**src/rtl/half_rate_packer_if.sv**
```systemverilog
// Handshake bundle between the full-rate producer, the packer and the wide-word consumer.
// Optional flush/out_lanes signals exist only when HALF_RATE_PACKER_FLUSH_EN is defined.
interface half_rate_packer_if #(
  parameter int unsigned DW    = 32,
  parameter int unsigned RATIO = 2
);
  logic                  in_valid;
  logic [DW-1:0]         in_data;
  logic                  in_ready;
  logic                  out_valid;
  logic [DW*RATIO-1:0]   out_data;
  logic                  out_ready;

`ifdef HALF_RATE_PACKER_FLUSH_EN
  localparam int unsigned LW = $clog2(RATIO + 1);
  logic                  flush;
  logic [LW-1:0]         out_lanes;

  // master = environment (producer + consumer), slave = packer
  modport master (output in_valid, in_data, out_ready, flush,
                  input  in_ready, out_valid, out_data, out_lanes);
  modport slave  (input  in_valid, in_data, out_ready, flush,
                  output in_ready, out_valid, out_data, out_lanes);
`else
  modport master (output in_valid, in_data, out_ready,
                  input  in_ready, out_valid, out_data);
  modport slave  (input  in_valid, in_data, out_ready,
                  output in_ready, out_valid, out_data);
`endif
endinterface

```
**src/rtl/half_rate_packer.sv**
```systemverilog
// Packs RATIO full-rate words into one wide valid/ready word and emits a div_en/div_phase strobe.
// Optional partial-word flush enabled by defining HALF_RATE_PACKER_FLUSH_EN.
module half_rate_packer #(
  parameter int unsigned DW    = 32,
  parameter int unsigned RATIO = 2,
  parameter int unsigned DIV   = 2
) (
  input  logic              clk1x,
  input  logic              rst,
  half_rate_packer_if.slave bus,
  output logic              div_en,
  output logic              div_phase
);
  localparam int unsigned CW  = $clog2(RATIO);
  localparam int unsigned DCW = $clog2(DIV);
  localparam int unsigned BW  = DW * (RATIO - 1);
  localparam int unsigned OW  = DW * RATIO;

  logic [CW-1:0]  cnt_q, cnt_d;
  logic [BW-1:0]  buf_q, buf_d;
  logic           out_valid_q, out_valid_d;
  logic [OW-1:0]  out_data_q, out_data_d;
  logic [DCW-1:0] div_cnt_q, div_cnt_d;
  logic           div_en_q, div_en_d;
  logic           div_phase_q, div_phase_d;

  logic last_c, in_ready_c, xfer_c, load_c, flush_c, div_wrap_c;

`ifdef HALF_RATE_PACKER_FLUSH_EN
  localparam int unsigned LW = $clog2(RATIO + 1);
  logic [LW-1:0] out_lanes_q, out_lanes_d;

  // Flush only fires when there is a partial word and somewhere to put it
  assign flush_c       = bus.flush && (cnt_q != '0) && (!out_valid_q || bus.out_ready);
  assign bus.out_lanes = out_lanes_q;
`else
  assign flush_c = 1'b0;
`endif

  assign last_c     = (cnt_q == CW'(RATIO - 1));
  assign in_ready_c = !rst && !(last_c && out_valid_q && !bus.out_ready) && !flush_c;
  assign xfer_c     = bus.in_valid && in_ready_c;
  assign load_c     = xfer_c && last_c;
  assign div_wrap_c = (div_cnt_q == DCW'(DIV - 1));

  assign bus.in_ready  = in_ready_c;
  assign bus.out_valid = out_valid_q;
  assign bus.out_data  = out_data_q;
  assign div_en        = div_en_q;
  assign div_phase     = div_phase_q;

  // Pack buffer is cleared on every emit so flushed words carry zero upper lanes
  always_comb begin
    cnt_d       = cnt_q;
    buf_d       = buf_q;
    out_valid_d = out_valid_q && !bus.out_ready;
    out_data_d  = out_data_q;
`ifdef HALF_RATE_PACKER_FLUSH_EN
    out_lanes_d = out_lanes_q;
`endif
    if (load_c) begin
      cnt_d       = '0;
      buf_d       = '0;
      out_valid_d = 1'b1;
      out_data_d  = {bus.in_data, buf_q};
`ifdef HALF_RATE_PACKER_FLUSH_EN
      out_lanes_d = LW'(RATIO);
`endif
    end else if (flush_c) begin
      cnt_d       = '0;
      buf_d       = '0;
      out_valid_d = 1'b1;
      out_data_d  = {DW'(0), buf_q};
`ifdef HALF_RATE_PACKER_FLUSH_EN
      out_lanes_d = LW'(cnt_q);
`endif
    end else if (xfer_c) begin
      cnt_d = cnt_q + CW'(1);
      for (int unsigned i = 0; i < RATIO - 1; i++) begin
        if (cnt_q == CW'(i)) buf_d[i*DW +: DW] = bus.in_data;
      end
    end
  end

  // Free-running divider, independent of the data path
  always_comb begin
    div_cnt_d   = div_wrap_c ? '0 : div_cnt_q + DCW'(1);
    div_en_d    = div_wrap_c;
    div_phase_d = div_phase_q ^ div_wrap_c;
  end

  always_ff @(posedge clk1x) begin
    if (rst) begin
      cnt_q       <= '0;
      buf_q       <= '0;
      out_valid_q <= 1'b0;
      out_data_q  <= '0;
      div_cnt_q   <= '0;
      div_en_q    <= 1'b0;
      div_phase_q <= 1'b0;
`ifdef HALF_RATE_PACKER_FLUSH_EN
      out_lanes_q <= '0;
`endif
    end else begin
      cnt_q       <= cnt_d;
      buf_q       <= buf_d;
      out_valid_q <= out_valid_d;
      out_data_q  <= out_data_d;
      div_cnt_q   <= div_cnt_d;
      div_en_q    <= div_en_d;
      div_phase_q <= div_phase_d;
`ifdef HALF_RATE_PACKER_FLUSH_EN
      out_lanes_q <= out_lanes_d;
`endif
    end
  end
endmodule
```
**src/flat_wrapper.sv**
```systemverilog
// flat-port wrapper written by rule: the top's interface ports become plain ports
module half_rate_packer_flat 
#(
  parameter int unsigned DW    = 32,
  parameter int unsigned RATIO = 2,
  parameter int unsigned DIV   = 2
)
  (clk1x, rst, div_en, div_phase, bus_in_valid, bus_in_data, bus_out_ready, bus_in_ready, bus_out_valid, bus_out_data);
  half_rate_packer_if #(.DW(DW), .RATIO(RATIO)) bus_i ();
  input  logic clk1x;
  input  logic rst;
  output logic div_en;
  output logic div_phase;
  input wire logic [$bits(bus_i.in_valid)-1:0] bus_in_valid;
  input wire logic [$bits(bus_i.in_data)-1:0] bus_in_data;
  input wire logic [$bits(bus_i.out_ready)-1:0] bus_out_ready;
  output wire logic [$bits(bus_i.in_ready)-1:0] bus_in_ready;
  output wire logic [$bits(bus_i.out_valid)-1:0] bus_out_valid;
  output wire logic [$bits(bus_i.out_data)-1:0] bus_out_data;
  assign bus_i.in_valid = bus_in_valid;
  assign bus_i.in_data = bus_in_data;
  assign bus_i.out_ready = bus_out_ready;
  assign bus_in_ready = bus_i.in_ready;
  assign bus_out_valid = bus_i.out_valid;
  assign bus_out_data = bus_i.out_data;
  half_rate_packer #(.DW(DW), .RATIO(RATIO), .DIV(DIV)) u_core (.clk1x(clk1x), .rst(rst), .bus(bus_i), .div_en(div_en), .div_phase(div_phase));
endmodule
```
**config.mk**
```make
export PLATFORM = sky130hd
export DESIGN_NAME = half_rate_packer_flat
export DESIGN_NICKNAME = d
export VERILOG_FILES = /design/src/rtl/half_rate_packer_if.sv /design/src/rtl/half_rate_packer.sv /design/src/flat_wrapper.sv
export SDC_FILE = /design/constraint.sdc
export NUM_CORES = 1
export LEC_CHECK = 0
export CORE_MARGIN = 3
export CORE_UTILIZATION = 43
export DETAILED_ROUTE_END_ITERATION = 7
export MAX_ROUTING_LAYER = met4
export PLACE_DENSITY = 0.76
export SLEW_MARGIN = 15
export SYNTH_ARGS = -nofsm -noshare
export SYNTH_HDL_FRONTEND = slang
export SYNTH_SLANG_ARGS = --single-unit
```
**constraint.sdc**
```tcl
create_clock -name clk1x -period 1.2 [get_ports clk1x]
set_clock_uncertainty 0.15 [all_clocks]
set_input_delay 0.24 -clock clk1x [delete_from_list [all_inputs] [get_ports clk1x]]
set_output_delay 0.24 -clock clk1x [all_outputs]
set_load 0.01 [all_outputs]
```
==> flow_summary_export.csv, run 1 <==
group,metric,value,unit
setup_path,cp_slowest_cell,"dfxtp_4",
clocking,cts_sinks,101,
synthesis,synth_top_family_by_area,"compound AO/OA/AOI/OAI gates",
synthesis,synth.top_cell.area_share,0.5432,
global_route,grt-ovfl-total,0,
cells_and_area,drive_gt1_frac,0.4811,
timing,slew_headroom,0.6852,
detailed_routing,via_count,3987,
synthesis,yosys_warnings,0,
place,gp_congestion,0.7923,
setup_path,cp_cell_sequence,"buf_4 -> nor3b_4 -> clkbuf_16 -> nand2_1 -> a21oi_1",
power_and_ir_drop,sw_frac_of_total,0.2692,
synthesis,synth_fa_ha_area_frac,0,
run_status,violations,"setup timing",
synthesis,yosysTopAreaCell,"dfxtp_1",
setup_path,cp_max_fo,16,
power_and_ir_drop,clockPowerShare,0.327,
cells_and_area,area_delta_synth_final,67.53,%
synthesis,synth_cells,450,
synthesis,syn_area,3722,um^2
timing,fin_crit_sh,1.261,
detailed_routing,drt_iter0_drc,285,
clocking,clkTransAtPathRegs,0.10,ns
synthesis,synth-seq-area-share,0.5432,
detailed_routing,viasPerCell,5.803,
global_route,grt_pass1_vias,3674,
clocking,clk_latency,0.37,ns
timing,fmax,660.8,MHz
global_route,grt_pass1_wl,18110,um
setup_path,required,1.34,ns
cells_and_area,diodes,0,
cells_and_area,fin_nets,613,
die,die_h,99.04,um
place,io_buffers,103,
clocking,cts_tree,"built",
timing,whs,0.2126,ns
setup_path,slowest_delay,0.38,ns
setup_path,arrival,1.66,ns
detailed_routing,drt_wl_total,13700,um
power_and_ir_drop,p_int,5.070,mW
setup_path,endpoint_kind,"flop",
detailed_routing,ant_nets,0,
power_and_ir_drop,cellLeakagePower,2.269,nW
timing,slew_violations,0,
die,die_area,9809,um^2
power_and_ir_drop,switching_power,1.868,mW
power_and_ir_drop,peakVddDrop,0.0009014,V
timing,hold_violations,0,
setup_path,worstSetupPathType,"reg -> reg",
die,initial_core_util,0.4485,
timing,rsz0062_at_grt,"true",
synthesis,yosys-mux-area-fraction,0,
clocking,cts_root_buf,"clkbuf_8",
clocking,cts_buffers,9,
synthesis,synth_area_leaders,"dfxtp_1, a21oi_1, nand3_1, o21ai_0, nand2_1",
synthesis,synth.distinct_cells,20,
detailed_routing,drtPass1Iterations,5,
synthesis,synth-xor-area-share,0.002353,
die,io_pins,104,
place,dp_hpwl,6796,um
synthesis,synth_compound_area_frac,0.2198,
clocking,hold_buffers,0,
timing,tns,-21.40,ns
timing,setup_viol,156,
setup_path,cp-start-kind,"flop",
hold_path,hold_class,"in -> reg",
power_and_ir_drop,seqPwrFrac,0.511,
power_and_ir_drop,comb_power_share,0.162,
timing,finalWorstSetupSlack,-0.3132,ns
clocking,clock_path_buffers,2,
clocking,htreeDepth,3,
timing,period_needed,1.513,ns
run_status,outcome,"complete, but fails checks",
global_route,grt.total_usage,0.2372,
detailed_routing,wl_per_cell,19.94,um
global_route,grt_max_degree,42,
synthesis,mappedNetlistNets,486,
die,die_w,99.04,um
synthesis,ys_ff_latch,101,
synthesis,synthSimpleGateAreaFrac,0.1687,
die,row_count,33,
synthesis,syn_avg_cell_area,8.272,um^2
place,dpl_worst_slack,-0.7503,ns
power_and_ir_drop,p_per_area,1113,nW/um^2
job,drv_cap,0,
die,coreArea,8299,um^2
global_route,antenna_found_initial,0,
timing,tightest_slew,0.4721,ns
detailed_routing,drc,0,
[critical path: cells and delay by family (launching register included)]
kind	cells	cell delay, ns
buffers and inverters	2	0.39
flip-flops	1	0.38
AND/OR/NAND/NOR	2	0.37
AO/OA/AOI/OAI	1	0.15
[layout make-up]
| type | count | area [um^2] |
|---|---|---|
| Clock buffer | 10 | 137.6 |
| Fill cell | 525 | 2063 |
| Timing Repair Buffer | 161 | 1947 |
| Tap cell | 105 | 131.4 |
| Sequential cell | 101 | 2108 |
| Clock inverter | 6 | 68.82 |
| Multi-Input combinational cell | 304 | 1843 |
[cells in the mapped netlist (all sizes together)]
cell,number
dfxtp,101
a21oi,98
nand2,65
nand3,64
o21ai,64
buf,25
clkbuf,21
nor2,4
nor2b,2
a21o,1
and2,1
nand2b,1
nor3b,1
or3b,1
xnor2,1
[per-stage QoR]
stage	instances	util	power [mW]	instance area (um^2)
2_1_floorplan	450	-	3.984	3849
3_3_place_gp	639	0.5963	4.352	4949
3_5_place_dp	639	0.5963	4.372	4949
4_1_cts	665	0.6811	6.698	5653
5_1_grt	687	0.7514	7.149	6236
6_report	687	0.7514	6.939	6236
[power by group through the flow]
stage / registers [mW] / clock network (mW) / logic, mW
6_report: 3.55 / 2.27 / 1.12
5_1_grt: 3.56 / 2.42 / 1.17
4_1_cts: 3.54 / 2.24 / 0.917
3_5_place_dp: 3.59 / 0 / 0.779
3_3_place_gp: 3.59 / 0 / 0.766
2_1_floorplan: 3.61 / 0 / 0.370
[placed cells by master, fill, tap and decap left out, types with 8 or more instances in the layout]
master and count:
a21oi_1 65, a21oi_2 33, buf_12 13, buf_4 25, buf_6 72, clkbuf_8 10
clkdlybuf4s50_1 32, dfxtp_1 34, dfxtp_2 66, nand2_1 64, nand3_1 50, nand3_4 8
o21ai_1 43, o21ai_2 13
[kinds of logic (layout without fill, tap and decap cells)]
kind of cell / count (synthesis) / count (layout)
AOI/OAI and AO/OA: 163 / 163
xor gates and xnor gates: 1 / 1
buffers and inverters: 46 / 177
DFF: 101 / 101
and+or+nand+nor: 139 / 140
[state kept, by name (all words and copies together), names as in the netlist]
signal,flops
u_core.bus.out_valid,1
u_core.div_phase,1
u_core.bus.out_data,64
u_core.div_cnt_q,1
u_core.div_en,1
u_core.cnt_q,1
u_core.buf_q,32
[what timing repair did]
action,CTS,global route
buffers inserted,5,14
gates resized for setup,444,75
pin swaps,15,15
gates cloned,5,9
setup endpoints to repair,166,166
[final timing paths]
kind	end	startpoint	cells past startpoint	slack [ns]
max	u_core.buf_q[25]$_SDFFE_PP0P_	u_core.cnt_q$_SDFFE_PP0N_	5	-0.31
min	u_core.bus.out_data[62]$_SDFFE_PP0P_	rst	3	0.21
max reg2reg	u_core.buf_q[25]$_SDFFE_PP0P_	u_core.cnt_q$_SDFFE_PP0N_	5	-0.31
min reg2reg	u_core.div_cnt_q$_SDFF_PP0_	u_core.div_cnt_q$_SDFF_PP0_	1	0.30
[per-layer routing]
metal	up-vias	part of all wire	routed length, um	global-route usage
met5	-	0	0	-
met4	0	0.029	403	0.08929
met3	42	0.074	1008	0.04529
met2	223	0.51	7028	0.3993
met1	1907	0.38	5256	0.2805
li1	1815	-	-	-
No activity file was read; power rests on OpenSTA's default activity.
==> inputs of run 2 (changes only) <==
--- a/config.mk
+++ b/config.mk
@@ -6,11 +6,11 @@
 export NUM_CORES = 1
 export LEC_CHECK = 0
 export CORE_MARGIN = 3
-export CORE_UTILIZATION = 43
+export CORE_UTILIZATION = 36
 export DETAILED_ROUTE_END_ITERATION = 7
 export MAX_ROUTING_LAYER = met4
-export PLACE_DENSITY = 0.76
-export SLEW_MARGIN = 15
+export PLACE_DENSITY = 0.65
+export SLEW_MARGIN = 25
 export SYNTH_ARGS = -nofsm -noshare
 export SYNTH_HDL_FRONTEND = slang
 export SYNTH_SLANG_ARGS = --single-unit
==> constraint.sdc (replaced) <==
create_clock -name clk1x -period 1.3 [get_ports clk1x]
set_clock_uncertainty 0.15 [all_clocks]
set_input_delay 0.26 -clock clk1x [delete_from_list [all_inputs] [get_ports clk1x]]
set_output_delay 0.26 -clock clk1x [all_outputs]
set_load 0.01 [all_outputs]
==> run 2 against run 1 <==
- the run still ends with setup timing left
- count of clock-buffer cells in the layout unchanged
- routed wire length rose by 0.88%
- non-clock buffer count shrank 10
- global-route usage fell by 4.9 points
- via count down 3.2%
- utilization down 17 points
- largest cell class unchanged
- first-iteration DRC count is 20% lower
- worst hold slack got worse by 0.13 ns
- die area rose by 18%
==> flow_summary_export.csv, run 2 (synthesis gave the netlist of run 1 again) <==
group,metric,value,unit
run_status,outcome,"complete, but fails checks",
run_status,violations,"setup timing",
place,dp_hpwl,6733,um
power_and_ir_drop,seqPwrFrac,0.500,
timing,tns,-6.982,ns
die,initial_core_util,0.3756,
clocking,cts_tree,"built",
die,io_pins,104,
die,coreArea,9910,um^2
global_route,grt_max_degree,65,
setup_path,cp-start-kind,"flop",
timing,fin_crit_sh,1.147,
die,die_h,107.7,um
clocking,cts_root_buf,"clkbuf_8",
global_route,grt_pass1_vias,3445,
detailed_routing,ant_nets,0,
detailed_routing,drt_wl_total,13820,um
cells_and_area,final_cell_mix,"a21oi_1, buf_2, dfxtp_2",
timing,slew_violations,0,
setup_path,endpoint_kind,"output pin",
power_and_ir_drop,peakVddDrop,0.0007438,V
setup_path,arrival,1.08,ns
power_and_ir_drop,cellLeakagePower,2.225,nW
job,drv_cap,0,
timing,rsz0062_at_grt,"true",
global_route,gr-usage-met2,0.3068,
detailed_routing,wl_per_cell,19.60,um
global_route,grt-ovfl-total,0,
detailed_routing,viasPerCell,5.474,
timing,hold_violations,0,
die,die_w,107.7,um
global_route,antenna_found_initial,0,
setup_path,required,0.89,ns
timing,slew_headroom,0.7851,
cells_and_area,postLayoutCoreUtil,0.5816,
timing,tightest_slew,0.3223,ns
timing,whs,0.07802,ns
global_route,grt_use_met3,0.02939,
global_route,gr-usage-met1,0.2372,
clocking,cts_buffers,9,
global_route,grt-busiest-layer,"met2",
setup_path,worstSetupPathType,"reg -> out",
cells_and_area,drive_gt1_frac,0.4738,
timing,fmax,670.6,MHz
hold_path,hold_class,"in -> reg",
clocking,clock_path_buffers,2,
clocking,clk_latency,0.36,ns
place,io_buffers,103,
detailed_routing,via_count,3859,
timing,setup_viol,99,
clocking,htreeDepth,3,
global_route,grt_pass1_wl,16990,um
global_route,grt.total_usage,0.1877,
cells_and_area,diodes,0,
detailed_routing,drtPass1Iterations,4,
power_and_ir_drop,clockPowerShare,0.352,
detailed_routing,drc,0,
power_and_ir_drop,p_int,4.810,mW
cells_and_area,area_delta_synth_final,54.82,%
setup_path,cp_max_fo,3,
die,die_area,11600,um^2
power_and_ir_drop,p_per_area,1131,nW/um^2
detailed_routing,drt_iter0_drc,228,
clocking,cts_sinks,101,
place,dpl_worst_slack,-0.6733,ns
power_and_ir_drop,comb_power_share,0.148,
cells_and_area,largest_reg_flops,64,
die,row_count,36,
clocking,clkTransAtPathRegs,0.10,ns
power_and_ir_drop,sw_frac_of_total,0.2619,
timing,finalWorstSetupSlack,-0.1912,ns
place,gp_congestion,0.8004,
clocking,hold_buffers,0,
cells_and_area,nFillCells,876,
power_and_ir_drop,switching_power,1.706,mW
timing,period_needed,1.491,ns
cells_and_area,fin_nets,603,
run 2: power groups by stage:
| stage | Sequential [mW] | Combinational, mW | Clock (mW) |
|---|---|---|---|
| 2_1_floorplan | 3.34 | 0.310 | 0 |
| 3_3_place_gp | 3.32 | 0.695 | 0 |
| 3_5_place_dp | 3.32 | 0.702 | 0 |
| 4_1_cts | 3.25 | 0.685 | 2.32 |
| 5_1_grt | 3.27 | 1.01 | 2.45 |
| 6_report | 3.26 | 0.961 | 2.29 |
run 2: what timing repair did:
action,in CTS,in global routing
buffers inserted,4,7
endpoints found under the setup margin,165,99
hold endpoints to repair,0,0
resized for setup,355,116
cloned,0,17
pin swaps,1,29
run 2: critical path: stages, from the launching register on:
cell     delay [ns]
dfxtp_2        0.33
nor2b_4        0.13
a21oi_2        0.12
buf_2          0.14
run 2: path summary, 6_finish.rpt:
kind | start | to | slack (ns) | depth (start not counted)
hold reg to reg | u_core.div_cnt_q$_SDFF_PP0_ | u_core.div_cnt_q$_SDFF_PP0_ | 0.30 | 1
setup reg to reg | u_core.cnt_q$_SDFFE_PP0N_ | u_core.buf_q[12]$_SDFFE_PP0P_ | -0.18 | 6
hold / removal | rst | u_core.div_phase$_SDFF_PP0_ | 0.08 | 3
setup / recovery | u_core.bus.out_valid$_SDFF_PP0_ | bus_in_ready | -0.19 | 3
run 2: through the flow:
stage               cells  cell area, um^2  power [mW]
CTS                   681             5022       6.259
finish                705             5763       6.516
detailed placement    661             4937       4.020
global route          705             5763       6.741
floorplan             450             3742       3.646
global placement      661             4937       4.011
run 2: layout make-up:
type	count	area (um^2)	share of cell area
well taps	133	166.4	0.02888
clock inverters	6	95.09	0.01650
multi-input cells	304	1808	0.3137
repair buffers	151	1455	0.2525
flip-flops and latches	101	2101	0.3645
clock buffers	10	137.6	0.02388
run 2: routing by layer:
layer | vias to the layer above | part of all wire
li1 | 1796 | -
met1 | 1889 | 0.41
met2 | 157 | 0.50
met3 | 17 | 0.079
met4 | 0 | 0.014
met5 | - | 0
==> inputs of run 3 (changes only) <==
--- a/config.mk
+++ b/config.mk
@@ -9,7 +9,6 @@
 export CORE_UTILIZATION = 36
 export DETAILED_ROUTE_END_ITERATION = 7
 export MAX_ROUTING_LAYER = met4
-export PLACE_DENSITY = 0.65
 export SLEW_MARGIN = 25
 export SYNTH_ARGS = -nofsm -noshare
 export SYNTH_HDL_FRONTEND = slang
==> constraint.sdc (replaced) <==
create_clock -name clk1x -period 1.6 [get_ports clk1x]
set_clock_uncertainty 0.15 [all_clocks]
set_input_delay 0.32 -clock clk1x [delete_from_list [all_inputs] [get_ports clk1x]]
set_output_delay 0.32 -clock clk1x [all_outputs]
set_load 0.01 [all_outputs]
==> run 3 against run 2 <==
- the flow now finishes without violations
- critical path depth shrank 1
- register-to-register slack gained 0.31 ns
- worst hold slack gained 0.22 ns
- flip-flop and latch count is the same
- utilization shrank 7.0 points
- cell count shrank 4.3%
- sequential power shrank 19%
- first-iteration DRC count grew 7.5%
- die area is the same
- non-clock buffer count shrank 28
- critical path type unchanged
==> flow_summary_export.csv, run 3 (synthesis gave the netlist of run 1 again) <==
group,metric,value,unit
power_and_ir_drop,power.total,4.911,mW
clocking,clkTransAtPathRegs,0.10,ns
cells_and_area,largest_reg_flops,64,
die,die_w,107.7,um
global_route,grt.total_usage,0.1855,
timing,slew_violations,0,
detailed_routing,drc,0,
cells_and_area,drive_gt1_frac,0.07934,
setup_path,endpoint_kind,"output pin",
place,dpl_worst_slack,-0.4560,ns
cells_and_area,final_common_cell,"dfxtp_1",
power_and_ir_drop,p_per_area,968.5,nW/um^2
place,dp_hpwl,6886,um
power_and_ir_drop,peakVddDrop,0.0006120,V
detailed_routing,ant_nets,0,
die,io_pins,104,
detailed_routing,drtPass1Iterations,4,
clocking,clk_latency,0.35,ns
setup_path,required,1.13,ns
setup_path,cp_cell_sequence,"buf_4 -> clkdlybuf4s15_1",
clocking,cts_buffers,9,
detailed_routing,wl_met1,4978,um
cells_and_area,area_delta_synth_final,36.24,%
clocking,cts_tree,"built",
global_route,grt_pass1_wl,17120,um
clocking,clock_path_buffers,2,
clocking,hold_buffers,0,
setup_path,cp_max_fo,2,
timing,fmax,666.1,MHz
cells_and_area,fin_nets,574,
detailed_routing,viasPerCell,5.065,
setup_path,arrival,1.03,ns
die,coreArea,9910,um^2
setup_path,path_buf_inv,2,
timing,slew_headroom,0.7401,
timing,hold_violations,0,
die,row_count,36,
timing,tightest_slew,0.3898,ns
timing,finalWorstSetupSlack,0.09869,ns
global_route,antenna_found_initial,0,
detailed_routing,drt_iter0_drc,245,
detailed_routing,dr.max_layer_used,"met4",
detailed_routing,dr_wl_met2,4751,um
hold_path,hold_class,"reg -> reg",
detailed_routing,wl_met3,426,um
place,io_buffers,103,
clocking,cts_setup_buffers,0,
run_status,outcome,"finished clean",
setup_path,cp-start-kind,"flop",
die,die_area,11600,um^2
detailed_routing,via_count,3419,
cells_and_area,diodes,0,
setup_path,worstSetupPathType,"reg -> out",
setup_path,critPathTopFamily,"buffers and inverters",
place,place_inst,660,
setup_path,cp_slowest_cell,"dfxtp_2",
timing,period_needed,1.501,ns
setup_path,slowest_delay,0.33,ns
global_route,grt_pass1_vias,3414,
cells_and_area,final_cell_mix,"dfxtp_1, a21oi_1, dlygate4sd2_1",
detailed_routing,drt_wl_total,10300,um
detailed_routing,wl_per_cell,15.26,um
die,die_h,107.7,um
job,drv_cap,0,
place,gp_congestion,0.8078,
die,initial_core_util,0.3756,
clocking,cts_sinks,101,
timing,fin_crit_sh,0.9383,
global_route,grt-ovfl-total,0,
clocking,htreeDepth,3,
power_and_ir_drop,cellLeakagePower,2.010,nW
clocking,cts_root_buf,"clkbuf_8",
global_route,grt_max_degree,65,
cells_and_area,instances_no_fill,675,
timing,rsz0062_at_grt,"false",
timing,setup_viol,0,
[run 3: area by class of cell]
class | count | area, um^2
flip-flops and latches | 101 | 2023
repair buffers | 123 | 1194
clock buffers | 10 | 127.6
well taps | 133 | 166.4
multi-input cells | 303 | 1476
fillers | 1011 | 4838
clock inverters | 5 | 83.83
[run 3: metrics by stage]
stage / setup TNS, ns / util / area [um^2] / hold WS, ns
floorplan: 0 / - / 3722 / 0.2553
global placement: -29.03 / 0.4982 / 4937 / 0.2668
detailed placement: -31.35 / 0.4982 / 4937 / 0.2756
CTS: 0 / 0.5109 / 5062 / 0.2977
global route: 0 / 0.5117 / 5071 / 0.3317
finish: 0 / 0.5117 / 5071 / 0.2967
[run 3: final timing paths]
check / startpoint / endpoint / slack [ns] / cells past startpoint
max: u_core.bus.out_valid$_SDFF_PP0_ / bus_out_valid / 0.1 / 2
min: u_core.div_cnt_q$_SDFF_PP0_ / u_core.div_cnt_q$_SDFF_PP0_ / 0.30 / 1
max reg2reg: u_core.cnt_q$_SDFFE_PP0N_ / u_core.cnt_q$_SDFFE_PP0N_ / 0.13 / 5
min reg2reg: u_core.div_cnt_q$_SDFF_PP0_ / u_core.div_cnt_q$_SDFF_PP0_ / 0.30 / 1
[run 3: report_power, final]
| group | switching, mW | internal, mW | leakage, nW | total, mW |
|---|---|---|---|---|
| combinational | 0.288 | 0.243 | 1.09 | 0.530 |
| clock | 0.865 | 0.880 | 0.0990 | 1.74 |
| sequential | 0.0424 | 2.59 | 0.820 | 2.64 |
| total | 1.19 | 3.72 | 2.01 | 4.91 |
[run 3: routing by layer]
layer	up-vias	global-route usage
met5	-	-
met2	78	0.2860
met1	1606	0.2545
met4	0	0.05140
li1	1724	-
met3	11	0.02819
[run 3: timing repair]
item                       CTS  global route
pin swaps                    0             1
gates resized for setup     73             4
setup endpoints to repair   83             2
==> edit 1: new RTL, flow settings as in run 3 <==
`DIV` is set to 2 in 2 places; all go to 4.
--- a/src/rtl/half_rate_packer.sv
+++ b/src/rtl/half_rate_packer.sv
@@ -5,3 +5,3 @@
   parameter int unsigned RATIO = 2,
-  parameter int unsigned DIV   = 2
+  parameter int unsigned DIV   = 4
 ) (
--- a/src/flat_wrapper.sv
+++ b/src/flat_wrapper.sv
@@ -5,3 +5,3 @@
   parameter int unsigned RATIO = 2,
-  parameter int unsigned DIV   = 2
+  parameter int unsigned DIV   = 4
 )
Behaviour: not the same (a bounded check fails within 4 cycles, from zero or initial values and one cycle with rst high).
==> edit 1 against run 3 <==
Worst hold slack worse by 0.011 ns; worst setup slack worse by 0.068 ns; sequential cell count is 1 higher; design area is 4.5% higher; wire length is 4.5% higher; critical endpoint is now u_core.bus.out_data[35]; count of clock-buffer cells in the layout is 1 lower; total power is 3.6% lower; critical path depth is 3 higher; register-to-register slack worse by 0.03 ns; area after synthesis is 4.7% higher.
==> edit 1: results (changes against run 3) <==
* Number of global-route vias before repair at 3457 (+1.3%)
* Sequential fraction of the synthesis area at 52.4% (-1.9 points)
* CP arrival at 1.64 ns (+0.61 ns)
* Post-CTS sizing at 75 (+2.7%)
* CP max-delay cell: clkdlybuf4s50_1
* Cell count after synthesis at 454 (+0.89%)
* DP Wirelength at 7.13 mm (+3.5%)
* Worst-Margin Slew at 0.403 ns (+0.0135 ns)
* Dpl cell area at 5190 um2 (+5.2%)
* First-pass GRT wire length at 17.7 mm (+3.6%)
* Post-synth top cells: dfxtp_1, inv_1, nand2_1, o311ai_0, o21ai_0
* Largest net degree at the start of global routing at 66 (+1.5%)
* Critical Path Fanout Max at 30 (+28)
* Share of cells above drive strength 1 at 8.91% (+0.98 points)
* Placer Congestion at 0.797 (-1.3%)
* DRT iter0 DRCs at 154 (-37%)
* Placed Cells at 670 (+1.5%)
* Lkg Pwr at 2.23 nW (+11%)
* Worst path max stage delay at 0.55 ns (+0.22 ns)
* Vias at 3543 (+3.6%)
* Pre-CTS setup slack at -0.518 ns (-0.0619 ns)
* Status: completed
* Yosys cell types at 24 (+20%)
* FILL cells at 1039 (+2.8%)
* Initial antenna violation count at 0 (unchanged)
* Maximum vdd drop at 0.000400 V (-35%)
* Total Routed Length at 10.8 mm (+4.5%)
* Nets at 582 (+1.4%)
* Syn nets at 491 (+1.0%)
* Area contributors post-synth: dfxtp_1, o311ai_0, o21ai_0, inv_1, nand2_1
* Clk Latency, worst-skew pair at 0.36 ns
* Multi-input logic area at 1420 um2 (-4.2%)
* Total GRT Usage at 19.1% (+0.56 points)
* CP Class: input pin to flop
* Vias/cell at 5.16 (+2.0%)
edit 1: cell type report:
type / instances / share of cell area [%]
Clock buffer: 9 / 2.34
Clock inverter: 7 / 1.06
Inverter: 67 / 4.74
Multi-Input combinational cell: 239 / 26.7
Sequential cell: 102 / 38.6
Tap cell: 136 / 3.21
Timing Repair Buffer: 126 / 23.4
edit 1: where the power goes:
part	switching, mW	internal (mW)	total, mW	leakage (nW)
combinational	0.302	0.253	0.555	1.31
clock	0.925	0.586	1.51	0.0906
sequential	0.0450	2.62	2.67	0.829
total	1.27	3.46	4.73	2.23
edit 1: final timing paths:
path                                           from                 endpoint  slack [ns]  depth (start not counted)
worst min register to register  u_core.div_cnt_q[0]      u_core.div_cnt_q[0]        0.29                          1
worst max-delay path                   bus_in_valid  u_core.bus.out_data[35]        0.03                          5
worst max register to register         u_core.cnt_q          u_core.buf_q[3]        0.10                          5
worst min-delay path            u_core.div_cnt_q[0]      u_core.div_cnt_q[0]        0.29                          1
edit 1: logic make-up after synthesis:
group / after synthesis / synth area share (%)
xor gates and xnor gates: 1 / 0.225
DFF: 102 / 52.4
buffers and inverters: 113 / 11.6
adders and majority gates: 1 / 0.321
and+or+nand+nor: 73 / 7.84
AOI/OAI and AO/OA: 164 / 27.6
edit 1: per-stage QoR:
step	TNS, ns	total power, mW
2_1_floorplan	0	2.97
3_3_place_gp	-36.45	3.30
3_5_place_dp	-41.40	3.31
4_1_cts	-0.0946	4.79
5_1_grt	-0.108	4.97
6_report	0	4.73
edit 1: layer usage:
metal	track usage, %	routed length (um)	part of all wire, %
met3	5.24	663	6.2
met4	4.19	30	0.28
met5	-	0	0
met2	30.9	5360	50
met1	23.9	4700	44
==> edit 2: new RTL, config.mk and constraints of run 3 <==
Made on the original files. Take the reset off `out_data_q` and load it in a clocked block of its own.
--- a/src/rtl/half_rate_packer.sv
+++ b/src/rtl/half_rate_packer.sv
@@ -96,3 +96,2 @@
       out_valid_q <= 1'b0;
-      out_data_q  <= '0;
       div_cnt_q   <= '0;
@@ -107,3 +106,2 @@
       out_valid_q <= out_valid_d;
-      out_data_q  <= out_data_d;
       div_cnt_q   <= div_cnt_d;
@@ -116,2 +114,6 @@
   end
+
+  always_ff @(posedge clk1x) begin
+    out_data_q <= out_data_d;
+  end
 endmodule
Behaviour: differs if rst is asserted again (counterexample within 4 cycles, from zero or initial values and one cycle with rst high); with rst held inactive, the same outputs for 10 cycles.
==> edit 2 against run 3 <==
The flow now finishes with violations (setup timing); area after synthesis increased by 2.2%; via count decreased by 24%; wire length decreased by 19%; sequential cell count unchanged; sequential power increased by 9.8%; design area increased by 4.0%; total power increased by 2.2%; worst setup slack got worse by 0.16 ns; largest cell class unchanged.
==> edit 2: results (changes against run 3) <==
* Final worst slack at -0.0646 ns (-0.163 ns)
* Min-Delay Startpoint: bus_in_valid
* Syn nets at 302 (-38%)
* CP arrival at 1.59 ns (+0.56 ns)
* Cell count after synthesis at 266 (-41%)
* Postcts setup bufs at 7 (+7)
* Final setup viols at 65 (+65)
* Critical Path Fanout Max at 5 (+3)
* Placer Congestion at 0.721 (-11%)
* Comb pwr share at 9.2% (-1.6 points)
* M1 GR Usage at 18.6% (-6.9 points)
* Placed Cells at 489 (-26%)
* Number of global-route vias before repair at 2540 (-26%)
* Hold Crit Class: input pin to flop
* Met3 usage at 3.49% (+0.67 points)
* Sequential power at 2.90 mW (+9.8%)
* Post-CTS sizing at 82 (+12%)
* Share of cells above drive strength 1 at 12.3% (+4.4 points)
* Largest net degree at the start of global routing at 67 (+3.1%)
* Slew headroom at 61.4% (-13 points)
* Cell Count, Final, Fillers Out at 516 (-24%)
* Total Routed Length at 8.39 mm (-19%)
* Total GRT Usage at 14.9% (-3.6 points)
* First-pass GRT wire length at 13.3 mm (-22%)
* Dpl cell area at 4970 um2 (+0.71%)
* Capturing point of the worst reg2reg path: u_core.bus.out_data[10]
* Failing checks: setup timing
* DRT iter0 DRCs at 109 (-56%)
* Status: finished with violations
* Most common cell in the netlist: edfxtp_1
* Sequential fraction of the synthesis area at 70.0% (+16 points)
* Nets at 413 (-28%)
edit 2: cell count changes in the layout (fill, tap and decap cells not counted), sizes merged, moves of 2 or more:
cell           run 3  this run
nand2b             1        33
buf               21        24
a21oi             98         1
nand2             65         1
nand3             64         0
clkinv             0         2
nand3b             0        32
nand4b             0        32
o21ai             64         0
edfxtp             0        64
dfxtp            101        37
a31oi              0        33
edit 2: final cells by class:
type                       count  area (um2)
antenna                        1        2.50
clock buffer                  10         138
clock inverter                 6        71.3
fill                         887        4730
multi-input combinational    140        1010
sequential                   101        2670
tap                          133         166
timing repair buffer         125        1220
edit 2: critical path: cells and delay by family, from the launching register on:
family,cells,cell delay (ns)
buffers and inverters,4,0.47
AND/OR/NAND/NOR,2,0.43
flip-flops,1,0.33
edit 2: logic make-up after synthesis:
kind of cell / share of synthesized area (%)
and+or+nand+nor: 20.0
xor gates and xnor gates: 0.230
AOI/OAI and AO/OA: 5.76
buffers and inverters: 3.95
DFF: 70.0
edit 2: worst max-delay path by stage:
| stage | start | end | cells after the start |
|---|---|---|---|
| final | u_core.bus.out_valid | u_core.bus.out_data[10] | 6 |
| after global routing | u_core.bus.out_valid | u_core.bus.out_data[18] | 6 |
| after CTS | u_core.cnt_q | u_core.bus.out_data[60] | 7 |
| after detailed placement | bus_out_ready | bus_in_ready | 4 |
| after global placement | bus_out_ready | bus_in_ready | 4 |
| after floorplan | u_core.bus.out_valid | u_core.bus.out_data[0] | 3 |
edit 2: per-layer routing:
metal | vias to the layer above | routed length, um
met4 | 0 | 68
met3 | 4 | 486
met2 | 72 | 4090
met1 | 1270 | 3750
li1 | 1239 | -
met5 | - | 0
